**src/rtl/sm_display_scanner.sv**
```systemverilog
// Time-multiplexed scan controller for a common-anode 7-segment bank.
// Scans DIGITS digits one slot at a time. Each slot is 16 scan ticks long:
// a blank interval, then a PWM on-window set by brightness, then off time.
// Display data is shadowed once per frame so a frame never mixes old and new digits.
// Optional: define SM_SCAN_LEADING_ZERO_BLANK_EN to keep leading zero digits dark.
//
// state | meaning
// ------+-----------------------------------------------------------
// IDLE  | disabled; display dark, prescaler/slot/digit counters held at 0
// BLANK | start of slot, all anodes off (anti-ghosting)
// ON    | selected digit lit for the latched on-time
// OFF   | rest of slot, all anodes off
module sm_display_scanner #(
   parameter int DIGITS      = 4,
   parameter int SCAN_DIV    = 1024,
   parameter int BLANK_TICKS = 2
) (
   input  logic                      clk,
   input  logic                      rst,
   input  logic                      enable,
   input  logic [DIGITS*4-1:0]       value,
   input  logic [DIGITS-1:0]         dpMask,
   input  logic [3:0]                brightness,
   output logic [6:0]                segments,
   output logic                      dp,
   output logic [DIGITS-1:0]         anodes,
   output logic [$clog2(DIGITS)-1:0] digitIndex,
   output logic                      frameStart
);

   localparam int IW = $clog2(DIGITS);
   localparam int PW = $clog2(SCAN_DIV);

   localparam logic [1:0] S_IDLE  = 2'd0;
   localparam logic [1:0] S_BLANK = 2'd1;
   localparam logic [1:0] S_ON    = 2'd2;
   localparam logic [1:0] S_OFF   = 2'd3;

   localparam logic [4:0] BT    = 5'(BLANK_TICKS);
   localparam logic [4:0] MAX_L = 5'(16 - BLANK_TICKS);

   logic [1:0]          state_q, state_n;
   logic [PW-1:0]       presc_q, presc_n;
   logic [3:0]          slot_q, slot_n;
   logic [IW-1:0]       dig_q, dig_n;
   logic [4:0]          len_q, len_n, len_in;
   logic [DIGITS*4-1:0] val_q, val_n;
   logic [DIGITS-1:0]   dpm_q, dpm_n;
   logic                fs_n, tick, last_dig;
   logic [6:0]          seg_n, seg_dec;
   logic [DIGITS-1:0]   an_n;
   logic                dp_n, show, blank_seg, lz, dp_bit;
   logic [3:0]          nib;
   int                  idx;

   // Phase within a slot is a pure function of slot tick and latched on-time.
   function automatic logic [1:0] phase(input logic [3:0] st, input logic [4:0] len);
      logic [4:0] s5;
      s5 = {1'b0, st};
      if (s5 < BT)             return S_BLANK;
      else if (s5 < BT + len)  return S_ON;
      else                     return S_OFF;
   endfunction

   // Active-low hex decode, bit order g..a.
   function automatic logic [6:0] hex7(input logic [3:0] h);
      case (h)
         4'h0: return 7'b1000000;
         4'h1: return 7'b1111001;
         4'h2: return 7'b0100100;
         4'h3: return 7'b0110000;
         4'h4: return 7'b0011001;
         4'h5: return 7'b0010010;
         4'h6: return 7'b0000010;
         4'h7: return 7'b1111000;
         4'h8: return 7'b0000000;
         4'h9: return 7'b0010000;
         4'hA: return 7'b0001000;
         4'hB: return 7'b0000011;
         4'hC: return 7'b1000110;
         4'hD: return 7'b0100001;
         4'hE: return 7'b0000110;
         default: return 7'b0001110;
      endcase
   endfunction

   assign tick     = (presc_q == PW'(SCAN_DIV - 1));
   assign last_dig = (dig_q == IW'(DIGITS - 1));
   assign len_in   = ({1'b0, brightness} > MAX_L) ? MAX_L : {1'b0, brightness};

   // Sequencer next-state: prescaler, slot tick, digit index, FSM, frame latch.
   always_comb begin
      state_n = state_q;
      presc_n = presc_q;
      slot_n  = slot_q;
      dig_n   = dig_q;
      len_n   = len_q;
      fs_n    = 1'b0;
      if (!enable) begin
         state_n = S_IDLE;
         presc_n = '0;
         slot_n  = '0;
         dig_n   = '0;
         len_n   = '0;
      end else if (state_q == S_IDLE) begin
         presc_n = '0;
         slot_n  = '0;
         dig_n   = '0;
         len_n   = len_in;
         fs_n    = 1'b1;
         state_n = phase(4'd0, len_in);
      end else if (tick) begin
         presc_n = '0;
         if (slot_q == 4'd15) begin
            slot_n = '0;
            len_n  = len_in;
            dig_n  = last_dig ? '0 : dig_q + IW'(1);
            fs_n   = last_dig;
         end else begin
            slot_n = slot_q + 4'd1;
         end
         state_n = phase(slot_n, len_n);
      end else begin
         presc_n = presc_q + PW'(1);
      end
      val_n = fs_n ? value  : val_q;
      dpm_n = fs_n ? dpMask : dpm_q;
   end

   // Output decode from next-state values so anodes and segments switch on the same edge.
   always_comb begin
      idx       = int'(dig_n);
      nib       = val_n[idx*4 +: 4];
      dp_bit    = dpm_n[idx];
      seg_dec   = hex7(nib);
      show      = (state_n == S_ON);
      blank_seg = 1'b0;
`ifdef SM_SCAN_LEADING_ZERO_BLANK_EN
      lz = (nib == 4'h0) && (idx != 0);
      for (int i = 0; i < DIGITS; i++) begin
         if (i > idx && val_n[i*4 +: 4] != 4'h0) lz = 1'b0;
      end
`else
      lz = 1'b0;
`endif
      // A blanked leading zero with its dp set still lights, showing only the point.
      if (lz) begin
         if (dp_bit) blank_seg = 1'b1;
         else        show      = 1'b0;
      end
      an_n  = show ? ~(DIGITS'(1) << dig_n) : '1;
      seg_n = (show && !blank_seg) ? seg_dec : 7'h7F;
      dp_n  = show ? ~dp_bit : 1'b1;
   end

   // State, counters, shadow data and registered outputs.
   always_ff @(posedge clk or posedge rst) begin
      if (rst) begin
         state_q    <= S_IDLE;
         presc_q    <= '0;
         slot_q     <= '0;
         dig_q      <= '0;
         len_q      <= '0;
         val_q      <= '0;
         dpm_q      <= '0;
         anodes     <= '1;
         segments   <= 7'h7F;
         dp         <= 1'b1;
         frameStart <= 1'b0;
      end else begin
         state_q    <= state_n;
         presc_q    <= presc_n;
         slot_q     <= slot_n;
         dig_q      <= dig_n;
         len_q      <= len_n;
         val_q      <= val_n;
         dpm_q      <= dpm_n;
         anodes     <= an_n;
         segments   <= seg_n;
         dp         <= dp_n;
         frameStart <= fs_n;
      end
   end

   assign digitIndex = dig_q;

endmodule

```
**config.mk**
```make
export PLATFORM = sky130hd
export DESIGN_NAME = sm_display_scanner
export DESIGN_NICKNAME = d
export VERILOG_FILES = /design/src/rtl/sm_display_scanner.sv
export SDC_FILE = /design/constraint.sdc
export NUM_CORES = 1
export LEC_CHECK = 0
export ABC_AREA = 1
export BUFFER_PORTS_ARGS = -buffer_cell sky130_fd_sc_hd__buf_4
export CAP_MARGIN = 25
export CORE_ASPECT_RATIO = 1.75
export CORE_UTILIZATION = 62
export CTS_CLUSTER_SIZE = 10
export DETAILED_ROUTE_END_ITERATION = 10
export GPL_ROUTABILITY_DRIVEN = 0
export GPL_TIMING_DRIVEN = 0
export PLACE_DENSITY = 0.91
export SKIP_CTS_REPAIR_TIMING = 1
export SYNTH_ARGS = -nofsm -noshare
export SYNTH_HDL_FRONTEND = slang
export SYNTH_SLANG_ARGS = --single-unit
```
**constraint.sdc**
```tcl
create_clock -name clk -period 5.1 [get_ports clk]
set_clock_uncertainty 0.1 [all_clocks]
set_input_delay 0.51 -clock clk [delete_from_list [all_inputs] [get_ports clk]]
set_output_delay 0.51 -clock clk [all_outputs]
set_load 0.02 [all_outputs]
```
==> flow_summary.ini, run 1 <==
[floorplan]
rows = 34
core_area_sq_um = 5020
fp.dieW_microns = 56.8
die_y_microns = 97.9
io_pins = 42
initial_core_util_pct = 64.9
dieArea_sq_um = 5560

[timing]
setup_tns_ns = 0
hold_viol_final = 0
fmax_mhz = 312
finalSetupViolations = 0
worst_pin_slew_ns = 0.645
fin_crit_ns = 3.21
rsz0062_at_grt = false
whs_ns = 0.143
fin_ws_ns = 1.89
slew_headroom_pct = 56.8
fin_crit_sh_pct = 62.9
drv_slew = 0

[placement]
post-place-ws_ns = 1.91
port_buffers = 41
place_hpwl_mm = 5.44

[setup_path]
crit_path_top_delay_cell = o21ai_0
critPathMaxFanout = 10
cp_cell_sequence = ha_1 -> nand3_2 -> buf_6 -> o21ai_0 -> ha_1 -> inv_1 -> ha_1 -> nand2_1 -> inv_1 -> nand2_1 -> nand3b_1 -> nand2_1 -> nand2_1 -> nand2_1 -> nand4_1 -> inv_1 -> buf_4 -> nand2_1 -> inv_1 -> nand2_1
worst-setup-path-type = flip-flop to flip-flop
crit_top_cell = nand2_1
cpLargestDelayFamily = simple AND/OR/NAND/NOR gates
crit_buf_inv = 6
slowest_delay_ns = 0.42
crit_path_end_kind = flip-flop
critPathRequiredTime_ns = 5.25
cp.arrival_ns = 3.36
start_kind = flip-flop

[layout]
diodes = 0
syn_to_final_growth_pct = 15.4
finish.net_count = 507
num-fill-cells = 367
drive_above_1_share_pct = 23.5

[outcome]
status = complete, but fails checks
violations = design-rule violations

[grt]
antenna_found_initial = 0
grt_pass1_vias = 3037
grt_overflow = 0
grtUsageTotal_pct = 28.7
grt_pass1_wl_mm = 12.5
grt_max_degree = 33

[clocking]
clockBufferDepth = 2
cts_sinks = 56
clk_latency_ns = 0.31
cts_buffers = 5
htree_levels = 2
cts_root_buf = clkbuf_8
clkTransAtPathRegs_ns = 0.10
cts_tree = yes

[route]
routed_wl_mm = 7.16
ant_nets = 0
dr_total_vias = 2843
route.detailed.drc = 4
drt_iter0_markers = 116
drt-vias-per-instance = 5.44
detail_route.wl_per_cell_microns = 13.7
drt-pass1-iter-count = 7

[logic_synthesis]
syn_area_sq_um = 3260
netlist_instances = 419
ys_types = 35
netlist.area_leader.share_pct = 33.8
synth.avg_cell_area_sq_um = 7.77
synth_area_leaders = dfrtp_1 34%, nand2_1 16%, dfstp_2 9.7%, inv_1 6.0%, nand3_1 5.4%
ys_warn_count = 0
ys_ff_latch = 56
synth.yosys.seq_area_share_pct = 43.5
yosys.area.top_type = dfrtp_1
synth_fp_nets = 458

[flow_run]
drv_cap = 0

[worst_hold_path]
hp-class = primary input to asynchronous set/reset pin

[power]
powerDensity_nw_per_um2 = 255
ir_worst_vdd_mv = 0.215
leakage_nw = 2.00
placed cells by master (no fill, tap or decap), types with 2 or more instances in the layout:
| cell type | instances |
|---|---|
| or2_2 | 2 |
| nand3b_1 | 2 |
| clkbuf_1 | 3 |
| o211ai_1 | 3 |
| clkbuf_8 | 5 |
| buf_6 | 4 |
| dfstp_2 | 12 |
| nand3_1 | 35 |
| a21oi_1 | 9 |
| inv_1 | 51 |
| ha_1 | 12 |
| nand2_2 | 14 |
| nor3_1 | 3 |
| nand3_2 | 3 |
| nor2_1 | 35 |
| o21ai_0 | 8 |
| xor2_1 | 6 |
| nand2_1 | 136 |
| nor2_4 | 6 |
| inv_2 | 5 |
| nor2_2 | 6 |
| xnor2_1 | 2 |
| buf_4 | 43 |
| dfrtp_1 | 44 |
| nand2_4 | 3 |
| nand4_1 | 4 |
per-layer routing:
metal | wire length, microns | up-vias | GRT usage, %
li1 | - | 1392 | -
met2 | 4020 | 93 | 54.2
met3 | 260 | 35 | 3.58
met5 | 0 | - | 0
met4 | 314 | 0 | 17.1
met1 | 2570 | 1323 | 28.8
cells in the mapped netlist:
cell type	count
o21bai_4	1
a22oi_1	1
nand3_2	3
ha_1	12
nor2_4	6
nor3_1	3
o211ai_1	3
o21ai_2	1
nand3_1	35
a21oi_1	9
nor2_1	35
o2111ai_1	1
buf_6	4
xnor2_1	2
inv_1	52
nand2_1	136
dfrtp_1	44
nand2_4	3
or2_2	2
o21ai_0	8
inv_2	4
nand2_2	14
xor2_1	6
nand4_1	4
nor3b_1	1
clkbuf_1	2
nand3b_1	2
o21a_1	1
o21ai_1	1
buf_4	2
buf_2	1
nand3_4	1
dfstp_2	12
nor4_1	1
nor2_2	6
cells by family (layout without fill, tap and decap cells):
| kind of cell | Yosys count | count (layout) | synth area share (%) |
|---|---|---|---|
| xor gates and xnor gates | 8 | 8 | 2.15 |
| AOI/OAI and AO/OA | 26 | 26 | 5.03 |
| adders and majority gates | 12 | 12 | 4.61 |
| buffers and inverters | 65 | 115 | 8.69 |
| DFF | 56 | 56 | 43.5 |
| and+or+nand+nor | 252 | 252 | 36.0 |
power breakdown:
group          internal (mW)  switching, mW  leakage (nW)
Sequential             0.472        0.00975         0.692
Combinational         0.0689          0.121          1.25
Clock                  0.146          0.142        0.0552
Total                  0.687          0.272          2.00
registers in the layout, summed over array words and instances, names as in the netlist:
register,flops
segments,7
frameStart,1
anodes,4
slot_q,4
val_q,16
len_q,5
dpm_q,4
digitIndex,2
dp,1
presc_q,10
state_q,2
final cells by class:
cell class	instances	area, sq um	area share (%)
flip-flops and latches	56	1420	37.7
well taps	54	67.6	1.80
plain buffers	9	72.6	1.93
multi-input cells	298	1560	41.4
inverters	56	210	5.59
repair buffers	42	328	8.72
clock buffers	6	72.6	1.93
clock inverters	2	35.0	0.932
per-stage QoR:
stage | util, % | instance area (sq um) | cells | power [mW]
floorplan | - | 3260 | 419 | 0.621
global placement | 72.3 | 3630 | 514 | 0.666
detailed placement | 72.7 | 3650 | 515 | 0.676
CTS | 74.9 | 3760 | 523 | 0.958
global route | 74.9 | 3760 | 523 | 1.00
finish | 74.9 | 3760 | 523 | 0.959
worst paths after layout:
path	endpoint	slack [ns]	from	cells after the start
hold / removal	val_q[2]	0.14	rst	2
setup reg to reg	segments[1]	1.89	slot_q[0]	20
max in group asynchronous	segments[4]	4.13	rst	3
setup / recovery	segments[1]	1.89	slot_q[0]	20
hold reg to reg	presc_q[0]	0.38	presc_q[0]	1
min in group clk	val_q[0]	0.31	value[0]	3
No activity file was read; power rests on OpenSTA's default activity.
==> inputs of run 2 (changes only) <==
--- a/config.mk
+++ b/config.mk
@@ -9,12 +9,12 @@
 export BUFFER_PORTS_ARGS = -buffer_cell sky130_fd_sc_hd__buf_4
 export CAP_MARGIN = 25
 export CORE_ASPECT_RATIO = 1.75
-export CORE_UTILIZATION = 62
+export CORE_UTILIZATION = 52
 export CTS_CLUSTER_SIZE = 10
 export DETAILED_ROUTE_END_ITERATION = 10
 export GPL_ROUTABILITY_DRIVEN = 0
 export GPL_TIMING_DRIVEN = 0
-export PLACE_DENSITY = 0.91
+export PLACE_DENSITY = 0.82
 export SKIP_CTS_REPAIR_TIMING = 1
 export SYNTH_ARGS = -nofsm -noshare
 export SYNTH_HDL_FRONTEND = slang
==> constraint.sdc (replaced) <==
create_clock -name clk -period 2.9 [get_ports clk]
set_clock_uncertainty 0.1 [all_clocks]
set_input_delay 0.29 -clock clk [delete_from_list [all_inputs] [get_ports clk]]
set_output_delay 0.29 -clock clk [all_outputs]
set_load 0.02 [all_outputs]
==> run 2 against run 1 <==
  * The flow now finishes without violations
  * Clock power increased by 78%
  * Global-route usage decreased by 4.0 points
  * Design area increased by 5.8%
  * Flip-flop and latch count unchanged
  * Combinational power increased by 86%
  * First-iteration DRC count decreased by 6.9%
  * Clock-buffer cell count unchanged
==> flow_summary.ini, run 2 (synthesis results as in run 1) <==
[outcome]
status = finished, final reports clean

[layout]
stdcell_count = 560
final_cell_mix = 132 x nand2_1, 53 x buf_4, 49 x inv_1
multiInputGateArea_sq_um = 1640
top_register = val_q
drive_above_1_share_pct = 28.4
finish.instance_area_sq_um = 3980
syn_to_final_growth_pct = 22.1
diodes = 0
reg_top3 = val_q x16, presc_q x10, segments x7
finish.net_count = 520
largest_reg_flops = 16
num-fill-cells = 501
final_common_cell = nand2_1
seqCellArea_sq_um = 1420

[grt]
grtUsageTotal_pct = 24.7
grt_pass1_vias = 2851
grt_max_degree = 30
antenna_found_initial = 0
grt_pass1_wl_mm = 12.2
grt_overflow = 0

[setup_path]
cp.arrival_ns = 2.93
crit_top_cell = nand2_1
crit_path_end_kind = flip-flop
slowest_delay_ns = 0.41
cp_cell_sequence = ha_1 -> nand2_2 -> nor2_4 -> nand3_4 -> inv_2 -> nand2_1 -> nand4_1 -> buf_4 -> nor2_2 -> nand2_1 -> nand2_1 -> nor2_4 -> inv_1 -> ha_2 -> nand3_1 -> nand2_1 -> nand2_1 -> nand3_1
critPathMaxFanout = 6
start_kind = flip-flop
crit_path_top_delay_cell = dfrtp_1
worst-setup-path-type = flip-flop to flip-flop
critPathRequiredTime_ns = 3.06

[power]
powerDensity_nw_per_um2 = 431
total_power_mw = 1.71
ir_worst_vdd_mv = 0.509
leakage_nw = 2.06

[clocking]
clockBufferDepth = 2
clkTransAtPathRegs_ns = 0.10
cts_sinks = 56
cts_root_buf = clkbuf_8
clk_latency_ns = 0.32
cts_tree = yes
htree_levels = 2
cts_buffers = 5

[worst_hold_path]
hp-class = primary input to flip-flop

[placement]
place_hpwl_mm = 5.50
dp.cells = 539
placed_area_sq_um = 3680
port_buffers = 41

[timing]
hold_viol_final = 0
worst_pin_slew_ns = 0.607
drv_slew = 0
slew_headroom_pct = 59.5
finalSetupViolations = 0
fin_crit_sh_pct = 95.4
fmax_mhz = 361
fin_crit_ns = 2.77

[route]
routed_wl_mm = 7.43
detail_route.wl_per_cell_microns = 13.3
route.detailed.drc = 0
ant_nets = 0
drt-vias-per-instance = 5.14
dr_total_vias = 2881
drt-pass1-iter-count = 4
drt_iter0_markers = 108

[floorplan]
io_pins = 42
initial_core_util_pct = 54.5
core_area_sq_um = 5970
fp.dieW_microns = 61.8
die_y_microns = 107
rows = 37
dieArea_sq_um = 6590

[flow_run]
drv_cap = 0
[run 2: cell count changes in the layout (fill, tap and decap cells not counted), sizes merged]
cell	change
dlygate4sd3	+1
buf	+12
[run 2: final timing paths]
path | start | end | slack [ns] | depth (start not counted)
min in group asynchronous | rst | slot_q[1] | 0.51 | 3
worst max register to register | presc_q[0] | segments[0] | 0.13 | 18
worst min-delay path | dpMask[2] | dpm_q[2] | 0.09 | 3
max in group asynchronous | rst | segments[3] | 1.56 | 4
worst min register to register | presc_q[0] | presc_q[0] | 0.37 | 1
worst max-delay path | presc_q[0] | segments[0] | 0.13 | 18
[run 2: through the flow]
stage	utilization [%]	setup slack, ns	setup TNS, ns	hold slack (ns)
after detailed placement	61.6	-0.299	-2.63	0.301
after CTS	63.4	-0.323	-2.84	-0.0469
after global routing	66.6	-0.0209	-0.0377	0.100
final	66.6	0.133	0	0.0870
after floorplan	-	0.237	0	0.314
after global placement	61.3	-0.204	-1.47	0.349
[run 2: layer usage]
metal | GRT usage [%] | share of wire (%)
met5 | 0 | 0
met1 | 26.3 | 38
met3 | 3.02 | 3.4
met2 | 44.5 | 56
met4 | 13.2 | 3.1
[run 2: critical path: cells and delay by family, from the launching register on]
kind,cells,cell delay [ns]
fa+ha+maj,2,0.46
simple gates,13,1.37
buf+inv,3,0.38
flops,1,0.41
[run 2: report_power, final]
part / internal (mW) / leakage (nW) / switching [mW]
combinational: 0.134 / 1.31 / 0.219
clock: 0.257 / 0.0552 / 0.256
sequential: 0.830 / 0.692 / 0.0182
[run 2: cell type report]
cell class	instances	area share, %
multi-input cells	298	41.2
flip-flops and latches	56	35.6
repair buffers	55	10.7
inverters	56	5.29
well taps	78	2.45
plain buffers	9	2.01
clock buffers	6	1.83
clock inverters	2	0.881
